<file path="src/rtl/mac_tx_fifo_arbiter.sv">
// mac_tx_fifo_arbiter
//   Shares one MAC TX FIFO write port among N frame writers using the fs/fd
//   handshake. A writer is picked round-robin in IDLE. Its bytes are forwarded
//   to the FIFO with one cycle of latency. When the writer signals fd, the MAC
//   transmitter is started with the byte count of the frame. A per-frame
//   watchdog aborts writers that never finish. Three sticky error flags
//   record timeouts, FIFO overflow and empty frames.
//
// Ports
//   clk        system clock
//   rst        asynchronous active-low reset
//   req[N]     per-writer level request
//   fs[N]      one-hot grant / frame start to the selected writer
//   fd[N]      frame done from each writer
//   din[8N]    writer i byte on bits [8i+7:8i]
//   din_en[N]  writer i byte valid
//   fifo_din   byte to the TX FIFO (registered)
//   fifo_wren  TX FIFO write enable (registered)
//   fifo_full  TX FIFO full
//   mac_fs     MAC frame start, held until mac_fd
//   mac_fd     MAC frame done
//   mac_len    byte count of the frame being sent
//   busy       arbiter is not idle
//   err_clr    one-cycle pulse that clears the sticky errors
//   err        sticky {len_zero, overflow, timeout}
module mac_tx_fifo_arbiter #(
  parameter int N       = 4,
  parameter int TIMEOUT = 4096
) (
  input  logic           clk,
  input  logic           rst,
  input  logic [N-1:0]   req,
  output logic [N-1:0]   fs,
  input  logic [N-1:0]   fd,
  input  logic [8*N-1:0] din,
  input  logic [N-1:0]   din_en,
  output logic [7:0]     fifo_din,
  output logic           fifo_wren,
  input  logic           fifo_full,
  output logic           mac_fs,
  input  logic           mac_fd,
  output logic [11:0]    mac_len,
  output logic           busy,
  input  logic           err_clr,
  output logic [2:0]     err
);

  localparam int          PW = (N > 1) ? $clog2(N) : 1;
  localparam int          WW = $clog2(TIMEOUT);
  localparam int unsigned NU = N;
  localparam logic [WW-1:0] WDOG_LAST = WW'(TIMEOUT - 1);

  typedef enum logic [2:0] {
    IDLE,
    GRANT,
    DRAIN,
    SEND,
    RELEASE,
    ABORT
  } state_t;

  state_t        state, state_nxt;
  logic [PW-1:0] ptr, sel, pick;
  logic          pick_valid;
  logic [11:0]   cnt;
  logic [WW-1:0] wdog;
  logic [7:0]    sel_din;
  logic          sel_en, sel_fd;
  logic          set_timeout, set_overflow, set_len_zero;

  // Round-robin search starting just after the last granted writer.
  always_comb begin
    int unsigned idx;
    idx        = 0;
    pick       = '0;
    pick_valid = 1'b0;
    for (int unsigned i = 1; i <= NU; i++) begin
      idx = 32'(ptr) + i;
      if (idx >= NU) idx = idx - NU;
      if (!pick_valid && req[idx[PW-1:0]]) begin
        pick_valid = 1'b1;
        pick       = idx[PW-1:0];
      end
    end
  end

  assign sel_din = din[{sel, 3'b000} +: 8];
  assign sel_en  = din_en[sel];
  assign sel_fd  = fd[sel];

  always_ff @(posedge clk or negedge rst) begin
    if (!rst) state <= IDLE;
    else      state <= state_nxt;
  end

  always_comb begin
    state_nxt    = state;
    set_timeout  = 1'b0;
    set_len_zero = 1'b0;
    set_overflow = (state == GRANT) && sel_en && fifo_full;
    case (state)
      IDLE:    if (pick_valid) state_nxt = GRANT;
      GRANT: begin
        // fd takes priority over a watchdog expiring in the same cycle.
        if (sel_fd) begin
          state_nxt = DRAIN;
        end else if (wdog == WDOG_LAST) begin
          set_timeout = 1'b1;
          state_nxt   = ABORT;
        end
      end
      DRAIN: begin
        if (!sel_fd) begin
          if (cnt == '0) begin
            set_len_zero = 1'b1;
            state_nxt    = IDLE;
          end else begin
            state_nxt = SEND;
          end
        end
      end
      SEND:    if (mac_fd) state_nxt = RELEASE;
      RELEASE: if (!mac_fd) state_nxt = IDLE;
      ABORT:   state_nxt = IDLE;
      default: state_nxt = IDLE;
    endcase
  end

  // Handshake outputs decode the state register so reset drops them at once.
  assign fs     = (state == GRANT) ? (N'(1) << sel) : '0;
  assign mac_fs = (state == SEND);
  assign busy   = (state != IDLE);

  always_ff @(posedge clk or negedge rst) begin
    if (!rst) begin
      ptr       <= PW'(N - 1);
      sel       <= '0;
      cnt       <= '0;
      wdog      <= '0;
      mac_len   <= '0;
      err       <= '0;
      fifo_din  <= '0;
      fifo_wren <= 1'b0;
    end else begin
      fifo_wren <= (state == GRANT) && sel_en;
      if ((state == GRANT) && sel_en) fifo_din <= sel_din;
      // A new error event in the clear cycle survives the clear.
      err <= (err_clr ? 3'b000 : err) | {set_len_zero, set_overflow, set_timeout};
      case (state)
        IDLE: begin
          if (pick_valid) begin
            sel  <= pick;
            ptr  <= pick;
            cnt  <= '0;
            wdog <= '0;
          end
        end
        GRANT: begin
          if (sel_en && (cnt != '1)) cnt <= cnt + 12'd1;
          wdog <= wdog + WW'(1);
        end
        DRAIN: begin
          if (!sel_fd && (cnt != '0)) mac_len <= cnt;
        end
        default: ;
      endcase
    end
  end

endmodule

</file>
<file path="config.mk">
export PLATFORM = sky130hd
export DESIGN_NAME = mac_tx_fifo_arbiter
export DESIGN_NICKNAME = d
export VERILOG_FILES = /design/src/rtl/mac_tx_fifo_arbiter.sv
export SDC_FILE = /design/constraint.sdc
export NUM_CORES = 1
export LEC_CHECK = 0
export CORE_ASPECT_RATIO = 1.5
export CORE_MARGIN = 2
export CORE_UTILIZATION = 40
export DETAILED_ROUTE_END_ITERATION = 10
export GPL_TIMING_DRIVEN = 0
export PLACE_DENSITY = 0.68
export REMOVE_ABC_BUFFERS = 1
export SLEW_MARGIN = 20
export SYNTH_ARGS = -nofsm -noshare
export SYNTH_HDL_FRONTEND = slang
export SYNTH_SLANG_ARGS = --single-unit
</file>
<file path="constraint.sdc">
create_clock -name clk -period 3.3 [get_ports clk]
set_input_delay 0.495 -clock clk [delete_from_list [all_inputs] [get_ports clk]]
set_output_delay 0.495 -clock clk [all_outputs]
set_load 0.1 [all_outputs]
</file>
==> results of run 1 <==
sequential cells by signal (all words and copies together) (netlist names):
| signal | flops |
|---|---|
| ptr | 2 |
| fifo_din | 8 |
| fifo_wren | 1 |
| state | 3 |
| cnt | 12 |
| err | 3 |
| sel | 2 |
| mac_len | 12 |
| wdog | 12 |
cell type report:
type,instances,area [sq um],share of cell area (%)
flip-flops and latches,55,1380,35.2
clock inverters,3,46.3,1.18
clock buffers,5,68.8,1.76
well taps,100,125,3.20
repair buffers,78,777,19.9
multi-input cells,217,1470,37.6
inverters,12,45.0,1.15
critical path: cells and delay by family, from the launching register on:
family                 cells  cell delay [ps]
and+or+nand+nor            2              810
buffers and inverters      2             1030
DFF                        1              540
cells in the mapped netlist (all sizes together) (2+ instances only):
cell type,instances
dfrtp,53
nand2,52
o21ai,25
nor2,21
nand3,13
inv,11
mux4,9
buf,8
mux2,8
clkbuf,7
nor3,7
a21oi,6
and3,6
nand4,6
o31ai,6
nand2b,5
or3,5
a31oi,4
mux2i,4
nor4,4
a2111oi,3
ha,3
xnor2,3
xor2,3
and4,2
dfstp,2
nor3b,2
o22ai,2
o32a,2
o32ai,2
or4,2
routing by layer:
layer,global-route usage [%],up-vias,share of wire [%]
met4,6.12,0,2.1
met2,32.0,52,55
li1,-,1233,-
met3,2.02,10,2.5
met1,21.2,1248,40
met5,0,-,0
worst paths after layout:
check	startpoint	end	slack (ps)	cells after the start
hold / removal	rst	sel[1]$_DFFE_PN0P_	220	1
setup reg to reg	sel[0]$_DFFE_PN0P_	cnt[6]$_DFFE_PN0P_	510	6
max in group asynchronous	rst	cnt[8]$_DFFE_PN0P_	2610	1
min in group clk	fifo_din[5]$_DFFE_PN0N_	fifo_din[5]$_DFFE_PN0N_	480	2
setup / recovery	state[0]$_DFFE_PN0P_	fs[0]	110	4
hold reg to reg	fifo_din[5]$_DFFE_PN0N_	fifo_din[5]$_DFFE_PN0N_	480	2
power breakdown:
part | leakage (nW) | switching (mW) | internal, mW
logic | 0.888 | 1.26 | 0.559
clock network | 0.0548 | 0.234 | 0.229
registers | 0.730 | 0.213 | 0.830
total | 1.67 | 1.71 | 1.62
stage by stage:
step           util, %  std cells  hold slack [ps]  setup WS [ps]  area [sq um]
2_1_floorplan        -        284              199           -528          2900
3_3_place_gp      52.6        462              457          -24.3          3800
3_5_place_dp      52.6        462              463            122          3800
4_1_cts           54.1        470              250           58.6          3910
5_1_grt           54.2        470              268           12.9          3910
6_report          54.2        470              223            114          3910
kinds of logic after synthesis:
| logic type | count (synthesis) |
|---|---|
| xor gates and xnor gates | 6 |
| muxes | 21 |
| DFF | 55 |
| buffers and inverters | 27 |
| AOI/OAI and AO/OA | 60 |
| and+or+nand+nor | 127 |
| adders and majority gates | 3 |
==> impl_metrics.tcl, run 1 <==
set metrics [dict create \
    final_net_count 421 \
    drtIter0Drc 231 \
    drive_above_1_share_pct 8.92 \
    finalHoldViolCount 0 \
    synth_compound_area_share_pct 13.6 \
    ir_drop_uv 488 \
    cp-end-kind "output pin" \
    viasPerCell 5.41 \
    maxCapViolCount 0 \
    cts_resized 2 \
    clk_path_buf_depth 2 \
    yosysTopAreaCell "dfrtp_1" \
    htree_levels 2 \
    max-slew-margin-rel_pct 33.0 \
    root_buffer "clkbuf_8" \
    synthTopCellsByArea "dfrtp_1 45%, mux4_2 6.8%, nand2_1 6.6%" \
    diodes 0 \
    p_leak_nw 1.67 \
    ys_types 53 \
    hp-class "input port to asynchronous set/reset pin" \
    synth_flop_cell "dfrtp_1" \
    path_class "flop to output pin" \
    synthCells 299 \
    ys_async_sr_fraction_pct 100 \
    core_sq_um 7230 \
    synth_seq_cells 55 \
    required_ps 2800 \
    cts_tree "yes" \
    synth_xor_area_share_pct 1.77 \
    gp_congestion 0.789 \
    clock_skew_ps 9.93 \
    die-area_sq_um 8150 \
    grt_max_degree 56 \
    cpMaxStageDelayCell "dlygate4sd2_1" \
    cp_max_fo 17 \
    hold_buffers 0 \
    fillCellCount 666 \
    yosysSeqAreaShare_pct 46.4 \
    antenna_found_initial 0 \
    grt_setup_unrepaired "false" \
    postCtsSetupBuffers 0 \
    final_common_cell "clkdlybuf4s50_1" \
    worstPathCellList "inv_1 -> or3_1 -> nor3_1 -> dlygate4sd2_1" \
    track_usage_pct 17.7 \
    grt_pass1_vias 2477 \
    drt-pass1-iter-count 5 \
    fmax_ghz 0.314 \
    post_synth_and_or_nand_nor_area_fraction_pct 20.5 \
    start_kind "flop" \
    cts.sinks 55 \
    finalSetupTns_ps 0 \
    rows 38 \
    cts_inserted_buffers 5 \
    tightest_slew_ps 1000 \
    synth_warnings 0 \
    synth_top_area_share_pct 44.6 \
    arrival_ps 2690 \
    drv_slew 0 \
    powerDensity_nw_per_um2 850 \
    start_util_pct 41.1 \
    ioPinCount 79 \
    power_mw 3.33 \
    status "finished, final reports clean" \
    fin_crit_ps 3190 \
    grt-ovfl-total 0 \
    synthAdderAreaFrac_pct 1.26 \
    syn_avg_cell_area_sq_um 9.94 \
    detail_route.wl_per_cell_microns 15.1 \
    clk_latency_ps 310 \
    synth_top_family_by_area "simple AND/OR/NAND/NOR gates" \
    drcViolationCount 0 \
    finalCritPeriodShare_pct 96.5 \
    area_delta_synth_final_pct 31.6 \
    die_y_microns 110 \
    cts.clk_slew.worst_paths_ps 110 \
    die_x_microns 74.4 \
    dp_hpwl_mm 5.31 \
    synth_edf_count 0 \
    vias 2543 \
    syn-cell-area_sq_um 2970 \
    muxShareOfSynthArea_pct 12.4 \
    finalSetupViolCount 0 \
    grt_pass1_wl_mm 11.3 \
    antenna_left 0 \
    final_cell_mix "73 x clkdlybuf4s50_1, 53 x dfrtp_1, 52 x nand2_1" \
    max_stage_delay_ps 890 \
    port_buffers 78 \
    drt_wl_total_mm 7.12 \
]
Note: power is estimated with default switching activity, not from simulation.
==> run 2, diff against run 1 <==
Settings changed: RECOVER_POWER from default to 50.
==> run 2 against run 1 <==
Against the previous run:
- first-iteration DRC count decreased by 8.2%
- routed wire length increased by 0.55%
- setup slack got worse by 8.4 ps
- largest cell class unchanged
- largest power group unchanged
==> impl_metrics.tcl, run 2 (synthesis results as in run 1) <==
set metrics [dict create \
    root_buffer "clkbuf_8" \
    cp_max_fo 17 \
    cp-end-kind "output pin" \
    powerDensity_nw_per_um2 850 \
    hp-class "input port to asynchronous set/reset pin" \
    diodes 0 \
    grt_pass1_wl_mm 11.3 \
    drive_above_1_share_pct 8.65 \
    final_common_cell "clkdlybuf4s50_1" \
    postCtsSetupBuffers 0 \
    htree_levels 2 \
    grt_setup_unrepaired "false" \
    vias 2541 \
    die_y_microns 110 \
    maxCapViolCount 0 \
    port_buffers 78 \
    top_regs "cnt x12, mac_len x12, wdog x12" \
    crit_family "buffers and inverters" \
    start_util_pct 41.1 \
    finalSetupViolCount 0 \
    final_util_pct 54.1 \
    core_sq_um 7230 \
    drcViolationCount 0 \
    area_delta_synth_final_pct 31.4 \
    cpMaxStageDelayCell "dlygate4sd2_1" \
    rows 38 \
    finalHoldViolCount 0 \
    antenna_found_initial 0 \
    die-area_sq_um 8150 \
    antenna_left 0 \
    grt-ovfl-total 0 \
    cts_inserted_buffers 5 \
    final_net_count 421 \
    power_mw 3.32 \
    dp_hpwl_mm 5.31 \
    final_cell_mix "67 x clkdlybuf4s50_1, 53 x dfrtp_1, 52 x nand2_1" \
    arrival_ps 2700 \
    viasPerCell 5.41 \
    ir_drop_uv 486 \
    path_class "flop to output pin" \
    worstPathCellList "inv_1 -> or3_1 -> nor3_1 -> dlygate4sd2_1" \
    clk_latency_ps 310 \
    p_leak_nw 1.69 \
    fin_crit_ps 3190 \
    drt_wl_total_mm 7.16 \
    die_x_microns 74.4 \
    critPathBufInv 2 \
    max-slew-margin-rel_pct 8.78 \
    hold_ws_ps 486 \
    fin_cells 470 \
    clock_skew_ps 10.0 \
    fmax_ghz 0.313 \
    track_usage_pct 17.7 \
    drv_slew 0 \
    tightest_slew_ps 1370 \
    cts.clk_slew.worst_paths_ps 110 \
    fillCellCount 669 \
    drtIter0Drc 212 \
    finalSetupTns_ps 0 \
    drt-pass1-iter-count 4 \
    ioPinCount 79 \
    gp_congestion 0.789 \
    status "finished, final reports clean" \
    grt_pass1_vias 2477 \
    dp.cells 462 \
    detail_route.wl_per_cell_microns 15.2 \
    clk_path_buf_depth 2 \
    max_stage_delay_ps 890 \
    finalCritPeriodShare_pct 96.8 \
    grt_max_degree 56 \
    cts.sinks 55 \
    start_kind "flop" \
    required_ps 2800 \
    cts_tree "yes" \
]
-- run 2: cell types whose count changed in the layout (fill, tap and decap cells not counted) --
cell and delta:
clkdlybuf4s50_1 -6, dlygate4sd3_1 +6, buf_4 -1, clkbuf_2 +1, mux2i_1 +1, mux2i_2 -1, o21ai_0 +1, o21ai_1 -1
or2_0 +1, or2_1 -1
-- run 2: power by group --
group | switching [mW] | internal [mW] | total (mW)
clock | 0.237 | 0.229 | 0.466
sequential | 0.215 | 0.830 | 1.04
combinational | 1.26 | 0.550 | 1.81
-- run 2: through the flow --
stage / setup slack [ps] / instance area (sq um)
CTS: 58.6 / 3910
global placement: -24.3 / 3800
detailed placement: 122 / 3800
global route: 12.9 / 3910
floorplan: -528 / 2900
finish: 106 / 3910
-- run 2: area by class of cell --
class	instances	area, sq um	share of cell area [%]
clock inverters	3	46.3	1.18
clock buffers	5	68.8	1.76
flip-flops and latches	55	1380	35.3
multi-input cells	217	1470	37.6
well taps	100	125	3.20
repair buffers	78	774	19.8
inverters	12	45.0	1.15
-- run 2: repair_timing --
action / CTS / global route
endpoints found under the setup margin: 2 / 3
resized for setup: 2 / 5
gates cloned: 0 / 0
hold buffers: 0 / 0
-- run 2: routing by layer --
metal / vias to the layer above / wire, microns / track usage, %
li1: 1229 / - / -
met1: 1243 / 2880 / 21.2
met2: 56 / 3910 / 32.0
met3: 13 / 192 / 2.02
met4: 0 / 167 / 6.12
met5: - / 0 / 0
-- run 2: final timing paths --
kind                                              start                 endpoint  slack, ps  cells past startpoint
worst max-delay path               state[0]$_DFFE_PN0P_                    fs[0]        110                      4
worst min-delay path                                rst       sel[1]$_DFFE_PN0P_        490                      1
worst max register to register       sel[0]$_DFFE_PN0P_       cnt[6]$_DFFE_PN0P_        500                      6
worst min register to register  fifo_din[5]$_DFFE_PN0N_  fifo_din[5]$_DFFE_PN0N_        490                      2
max in group asynchronous                           rst       cnt[8]$_DFFE_PN0P_       1990                      1
min in group clk                fifo_din[5]$_DFFE_PN0N_  fifo_din[5]$_DFFE_PN0N_        490                      2
==> run 3, diff against run 2 <==
Settings changed: HOLD_SLACK_MARGIN from default to 0.06.
==> results of run 3 <==
The final DEF is identical to that of run 2; final timing and power are the same.
